--- config.mk ---
export PLATFORM = sky130hd
export DESIGN_NAME = lms2lab_mac_seq
export DESIGN_NICKNAME = d
export VERILOG_FILES = /design/src/rtl/lms2lab_mac_seq_pkg.sv /design/src/rtl/lms2lab_mac_seq_mac.sv /design/src/rtl/lms2lab_mac_seq.sv
export SDC_FILE = /design/constraint.sdc
export NUM_CORES = 1
export LEC_CHECK = 0
export ABC_AREA = 1
export BUFFER_PORTS_ARGS = -buffer_cell sky130_fd_sc_hd__buf_2
export CELL_PAD_IN_SITES_DETAIL_PLACEMENT = 1
export CELL_PAD_IN_SITES_GLOBAL_PLACEMENT = 1
export CORE_ASPECT_RATIO = 0.6
export CORE_UTILIZATION = 31
export CTS_BUF_LIST = sky130_fd_sc_hd__clkbuf_2 sky130_fd_sc_hd__clkbuf_4 sky130_fd_sc_hd__clkbuf_8
export DETAILED_ROUTE_END_ITERATION = 8
export HOLD_SLACK_MARGIN = 0.02
export MAX_ROUTING_LAYER = met4
export PLACE_DENSITY = 0.69
export SKIP_LAST_GASP = 1
export SLEW_MARGIN = 25
export SYNTH_ARGS = -nofsm -noshare
export SYNTH_HDL_FRONTEND = slang
export SYNTH_SLANG_ARGS = --single-unit
--- constraint.sdc ---
create_clock -name i_clk -period 6.8 [get_ports i_clk]
set_input_delay 0.34 -clock i_clk [delete_from_list [all_inputs] [get_ports i_clk]]
set_output_delay 0.34 -clock i_clk [all_outputs]
set_load 0.02 [all_outputs]
--- src/rtl/lms2lab_mac_seq_pkg.sv ---
// Shared constants for the log-LMS -> lab MAC sequencer: widths, the
// Q3.13 coefficient matrix and the sequencer state encoding.
package lab_pkg;

  localparam int DW   = 16;   // data / coefficient width, Q3.13
  localparam int FRAC = 13;   // fractional bits, selects the output slice
  localparam int ACCW = 33;   // signed accumulator, Q7.26

  // LMS -> lab matrix, rows l/a/b, columns L/M/S
  localparam logic [DW-1:0] M11 = 16'h127A;
  localparam logic [DW-1:0] M12 = 16'h127A;
  localparam logic [DW-1:0] M13 = 16'h127A;
  localparam logic [DW-1:0] M21 = 16'h0D10;
  localparam logic [DW-1:0] M22 = 16'h0D10;
  localparam logic [DW-1:0] M23 = 16'hE5DF;
  localparam logic [DW-1:0] M31 = 16'h16A1;
  localparam logic [DW-1:0] M32 = 16'hE95F;
  localparam logic [DW-1:0] M33 = 16'h0000;

  typedef enum logic [1:0] {IDLE, MAC, DONE} state_t;

  // Coefficient lookup by (row, col); unused codes return zero
  function automatic logic [DW-1:0] coef(input logic [1:0] r, input logic [1:0] c);
    case ({r, c})
      4'h0:    coef = M11;
      4'h1:    coef = M12;
      4'h2:    coef = M13;
      4'h4:    coef = M21;
      4'h5:    coef = M22;
      4'h6:    coef = M23;
      4'h8:    coef = M31;
      4'h9:    coef = M32;
      4'hA:    coef = M33;
      default: coef = '0;
    endcase
  endfunction

endpackage

--- src/rtl/lms2lab_mac_seq_mac.sv ---
// Registered signed multiply-accumulate shared by all three matrix rows.
// acc_nxt exposes the running sum including the current product so the
// caller can capture a row result on the same edge that clears the register.
module lab_mac #(
  parameter int AW   = 16,
  parameter int BW   = 17,
  parameter int ACCW = 33
) (
  input  logic                   i_clk,
  input  logic                   i_rst,
  input  logic                   clr,
  input  logic                   en,
  input  logic signed [AW-1:0]   a,
  input  logic signed [BW-1:0]   b,
  output logic signed [ACCW-1:0] acc_nxt
);

  logic signed [AW+BW-1:0] prod;
  logic signed [ACCW-1:0]  acc;

  assign prod    = a * b;
  assign acc_nxt = acc + ACCW'(prod);

  // Accumulator register: clear wins over enable
  always_ff @(posedge i_clk) begin
    if (i_rst || clr) acc <= '0;
    else if (en)      acc <= acc_nxt;
  end

endmodule

--- src/rtl/lms2lab_mac_seq.sv ---
// Time-multiplexed log-LMS -> lab transform: one shared 16x17 MAC walks the
// 3x3 matrix row by row, results are published together on entry to DONE.
module lms2lab_mac_seq
  import lab_pkg::*;
#(
  parameter int DW        = lab_pkg::DW,
  parameter int FRAC      = lab_pkg::FRAC,
  parameter int ACCW      = lab_pkg::ACCW,
  parameter int SKIP_ZERO = 0
) (
  input  logic          i_clk,
  input  logic          i_rst,
  input  logic          i_valid,
  output logic          o_ready,
  input  logic [DW-1:0] i_logL,
  input  logic [DW-1:0] i_logM,
  input  logic [DW-1:0] i_logS,
  output logic          o_valid,
  input  logic          i_ready,
  output logic [DW-1:0] o_l,
  output logic [DW-1:0] o_a,
  output logic [DW-1:0] o_b,
  output logic          o_busy
);

  state_t                 state;
  logic [1:0]             row, col;
  logic [DW:0]            xl, xm, xs;     // inputs zero-extended to signed 17b
  logic [DW-1:0]          res0, res1;     // rows l and a, held until DONE
  logic [DW-1:0]          cf;
  logic [DW:0]            xv;
  logic                   last;
  logic [1:0]             col_step;
  logic signed [ACCW-1:0] acc_nxt;
  logic [DW-1:0]          slice;

  // A step is bypassed only when skipping is enabled and its coefficient is zero
  function automatic logic skip(input logic [1:0] r, input logic [1:0] c);
    return (SKIP_ZERO != 0) && (coef(r, c) == '0);
  endfunction

  // First non-skipped column of a row
  function automatic logic [1:0] first_col(input logic [1:0] r);
    if (!skip(r, 2'd0))      return 2'd0;
    else if (!skip(r, 2'd1)) return 2'd1;
    else                     return 2'd2;
  endfunction

  // Operand select and end-of-row detection for the current step
  always_comb begin
    cf       = coef(row, col);
    xv       = (col == 2'd0) ? xl : (col == 2'd1) ? xm : xs;
    last     = (col == 2'd2) || ((col == 2'd1) && skip(row, 2'd2));
    col_step = ((col == 2'd0) && skip(row, 2'd1)) ? 2'd2 : 2'(col + 2'd1);
  end

  assign slice   = acc_nxt[FRAC+DW-1:FRAC];
  assign o_ready = (state == IDLE) && !i_rst;
  assign o_busy  = (state != IDLE);

  logic unused_acc;
  assign unused_acc = ^{acc_nxt[ACCW-1:FRAC+DW], acc_nxt[FRAC-1:0]};

  lab_mac #(.AW(DW), .BW(DW+1), .ACCW(ACCW)) u_mac (
    .i_clk   (i_clk),
    .i_rst   (i_rst),
    .clr     ((state != MAC) || last),
    .en      (state == MAC),
    .a       (cf),
    .b       (xv),
    .acc_nxt (acc_nxt)
  );

  // Sequencer: accept a triple, walk the matrix, hold the result until drained
  always_ff @(posedge i_clk) begin
    if (i_rst) begin
      state   <= IDLE;
      o_valid <= 1'b0;
      o_l     <= '0;
      o_a     <= '0;
      o_b     <= '0;
      row     <= '0;
      col     <= '0;
      xl      <= '0;
      xm      <= '0;
      xs      <= '0;
      res0    <= '0;
      res1    <= '0;
    end else begin
      case (state)
        IDLE: if (i_valid) begin
          xl    <= {1'b0, i_logL};
          xm    <= {1'b0, i_logM};
          xs    <= {1'b0, i_logS};
          row   <= 2'd0;
          col   <= first_col(2'd0);
          state <= MAC;
        end
        MAC: if (last) begin
          case (row)
            2'd0: begin
              res0 <= slice;
              row  <= 2'd1;
              col  <= first_col(2'd1);
            end
            2'd1: begin
              res1 <= slice;
              row  <= 2'd2;
              col  <= first_col(2'd2);
            end
            default: begin
              o_l     <= res0;
              o_a     <= res1;
              o_b     <= slice;
              o_valid <= 1'b1;
              row     <= 2'd0;
              col     <= 2'd0;
              state   <= DONE;
            end
          endcase
        end else begin
          col <= col_step;
        end
        DONE: if (i_ready) begin
          o_valid <= 1'b0;
          state   <= IDLE;
        end
        default: state <= IDLE;
      endcase
    end
  end

endmodule

==> qor.tcl <==
set qor(finalNetCount) 2465
set qor(final_design_area_no_fill_um2) 18100
set qor(detail_route.wirelength_mm) 55.2
set qor(synth.cell_area_um2) 15000
set qor(floorplan.initialDensity) 0.319
set qor(post_cts_hold_buffer_count) 0
set qor(vias_per_cell) 4.76
set qor(final_hold_viol_count) 0
set qor(async_reset_ff_frac) 0
set qor(clock_insertion_delay_worst_skew_ps) 520
set qor(synth_edf_count) 0
set qor(final_setup_viols) 0
set qor(synth.yosys.seq_area_share) 0.219
set qor(drive_gt1_frac) 0.190
set qor(synth-warning-count) 0
set qor(post_synth.cell_area_avg_um2) 7.94
set qor(chipHeight_um) 172
set qor(start_kind) {register}
set qor(synth_common_cells) {sky130_fd_sc_hd__inv_1 (469), sky130_fd_sc_hd__nor2_1 (265), sky130_fd_sc_hd__nand2_1 (238)}
set qor(ys_top_cells_by_area) {sky130_fd_sc_hd__fa_1 (29%), sky130_fd_sc_hd__dfxtp_1 (22%), sky130_fd_sc_hd__inv_1 (12%)}
set qor(dp_hpwl_mm) 46.1
set qor(vias) 13000
set qor(tritoncts.num_buffers) 17
set qor(tritoncts) {built}
set qor(clock_path_buffers) 2
set qor(antenna_violating_nets_post_route) 0
set qor(timing.critical_path.to_type) {register}
set qor(postSynth.topFlopCell) {sky130_fd_sc_hd__dfxtp_1}
set qor(clkSlewWorstSetupHoldPaths_ps) 120
set qor(row_count) 61
set qor(number_of_drc_violations_after_detailed_routing_iteration_0) 906
set qor(synth_seq_cells) 164
set qor(post_drt_wl_per_cell_um) 20.2
set qor(coreArea_um2) 47000
set qor(crit_required_ps) 7230
set qor(route.detailed.drc) 0
set qor(worst_hold_check_path_type) {primary input to register}
set qor(worst_slew_margin_rel) 0.401
set qor(maxCapViolations) 0
set qor(grt_antenna_before_repair) 1
set qor(root_buffer_selected_by_cts) {sky130_fd_sc_hd__clkbuf_8}
set qor(synth_fp_nets) 2258
set qor(synthMostInstantiatedCell) {sky130_fd_sc_hd__inv_1}
set qor(fin_worst_skew_ps) 26.5
set qor(r2r_cells) 25
set qor(status) {finished, final reports clean}
set qor(tritoncts_num_sinks) 164
set qor(netlist.area_leader.share) 0.294
set qor(post-route-period-util) 0.968
set qor(gp_congestion) 1.02
set qor(clock_tree.htree_level_count) 4
set qor(area_delta_synth_final_pct) 20.5
set qor(final_period_minus_worst_setup_slack_ps) 6580
set qor(arrival_time_at_the_worst_endpoint_ps) 7010
set qor(grt_start_max_net_pins) 95
set qor(grt_overflow) 0
set qor(portBuffers) 102
set qor(dieArea_um2) 49200
set qor(grtUsageTotal) 0.236
set qor(postPlaceCellArea_um2) 17000
set qor(grt_pass1_wl_mm) 83.5
set qor(maxClockFrequency_mhz) 152
set qor(library_cells_used_by_synthesis) 42
set qor(io-pin-count) 103
set qor(worst-slew-pin-transition_ps) 899
set qor(netlist_instances) 1887
set qor(antenna_cells) 0
set qor(chipWidth_um) 286
set qor(holdPathStages) 3
set qor(first_global_vias) 13500
set qor(first_pass_iters) 6
set qor(netlist.top_cell.by_area) {sky130_fd_sc_hd__fa_1}
set qor(slew_violations) 0
set qor(criticalPathCategory) {register to register}
set qor(critical_path.max_fanout) 16
critical path, cell delays in order, from the launching register on:
cell	delay, ps
sky130_fd_sc_hd__dfxtp_4	400
sky130_fd_sc_hd__nor2_8	150
sky130_fd_sc_hd__inv_1	70
sky130_fd_sc_hd__o21ai_1	210
sky130_fd_sc_hd__nand2_1	140
sky130_fd_sc_hd__buf_12	190
sky130_fd_sc_hd__nor2_1	210
sky130_fd_sc_hd__inv_1	130
sky130_fd_sc_hd__fa_1	490
sky130_fd_sc_hd__inv_1	50
sky130_fd_sc_hd__fa_1	490
sky130_fd_sc_hd__fa_2	650
sky130_fd_sc_hd__fa_1	470
sky130_fd_sc_hd__fa_1	500
sky130_fd_sc_hd__inv_1	50
sky130_fd_sc_hd__fa_1	510
sky130_fd_sc_hd__inv_1	50
sky130_fd_sc_hd__ha_1	350
sky130_fd_sc_hd__buf_4	170
sky130_fd_sc_hd__nand2_1	150
sky130_fd_sc_hd__nor4_4	300
sky130_fd_sc_hd__nand3_1	200
sky130_fd_sc_hd__nand4_1	220
sky130_fd_sc_hd__nand3_1	190
sky130_fd_sc_hd__nand2_1	120
sky130_fd_sc_hd__inv_1	40
metrics by stage:
| step | std cells | hold WS, ps | util | setup WS (ps) | TNS [ps] |
|---|---|---|---|---|---|
| floorplan | 1887 | 429 | - | 808 | 0 |
| global placement | 2683 | 445 | 0.362 | -246 | -1830 |
| detailed placement | 2683 | 450 | 0.362 | -395 | -4260 |
| CTS | 2718 | 64.3 | 0.373 | -44.1 | -84.3 |
| global route | 2737 | 83.7 | 0.384 | -33.4 | -156 |
| finish | 2737 | 88.4 | 0.384 | 217 | 0 |
flip-flops by register name, summed over array words and instances, names as in the netlist:
name	count
u_mac.acc	29
o_a	16
o_b	16
o_l	16
res0	16
res1	16
xl	16
xm	16
xs	16
col	2
row	2
state	2
o_valid	1
worst paths after layout:
path / slack, ps / from / to
worst max-delay path: 220 / col[0]$_SDFFE_PP0P_ / o_b[12]$_SDFFE_PP0P_
worst min-delay path: 90 / i_logM[11] / xm[11]$_SDFFE_PP0P_
worst max register to register: 220 / col[0]$_SDFFE_PP0P_ / o_b[12]$_SDFFE_PP0P_
worst min register to register: 460 / xl[4]$_SDFFE_PP0P_ / xl[4]$_SDFFE_PP0P_
layout make-up:
class,instances,area [um2]
repair buffers,243,1690
fillers,5735,29000
clock buffers,17,234
clock inverters,15,196
multi-input cells,1186,10000
inverters,482,1820
flip-flops and latches,164,3290
well taps,630,788
routing by layer:
layer	up-vias	global-route usage	part of all wire
met3	34	0.0511	0.067
met2	340	0.315	0.40
met4	0	0.0295	0.0075
li1	6090	-	-
met5	-	-	0
met1	6563	0.363	0.53
placed cells by master, fill, tap and decap left out, types with 11 or more instances in the layout:
cell type                  Yosys  final
sky130_fd_sc_hd__a21oi_1     116    106
sky130_fd_sc_hd__dfxtp_1     164    161
sky130_fd_sc_hd__clkbuf_8      0     17
sky130_fd_sc_hd__o21ai_0     100     98
sky130_fd_sc_hd__nand2_1     238    228
sky130_fd_sc_hd__buf_4         3    131
sky130_fd_sc_hd__inv_2        11     16
sky130_fd_sc_hd__inv_1       469    461
sky130_fd_sc_hd__buf_2        15    102
sky130_fd_sc_hd__nand2_2       4     11
sky130_fd_sc_hd__nand3_1      56     54
sky130_fd_sc_hd__ha_1         99     91
sky130_fd_sc_hd__fa_2          0     11
sky130_fd_sc_hd__fa_1        220    209
sky130_fd_sc_hd__nor2_1      265    235
sky130_fd_sc_hd__nor2_2        3     28
cells by family (layout without fill, tap and decap cells):
logic type      count (synthesis)  in the layout  share of synthesized area
simple gates                  592            592                      0.161
fa+ha+maj                     319            319                      0.377
compound gates                260            260                     0.0978
xor+xnor                       15             15                    0.00877
buf+inv                       537            757                      0.137
flops                         164            164                      0.219
repair_timing:
action / 4_1_cts / 5_1_grt
pin swaps: 1 / 10
setup endpoints to repair: 51 / 65
setup buffers: 3 / 19
gates resized for setup: 10 / 102
Power is left out: the tool's default activity adds up to more than one toggle a clock period on the data nets, which glitch-free logic cannot reach.
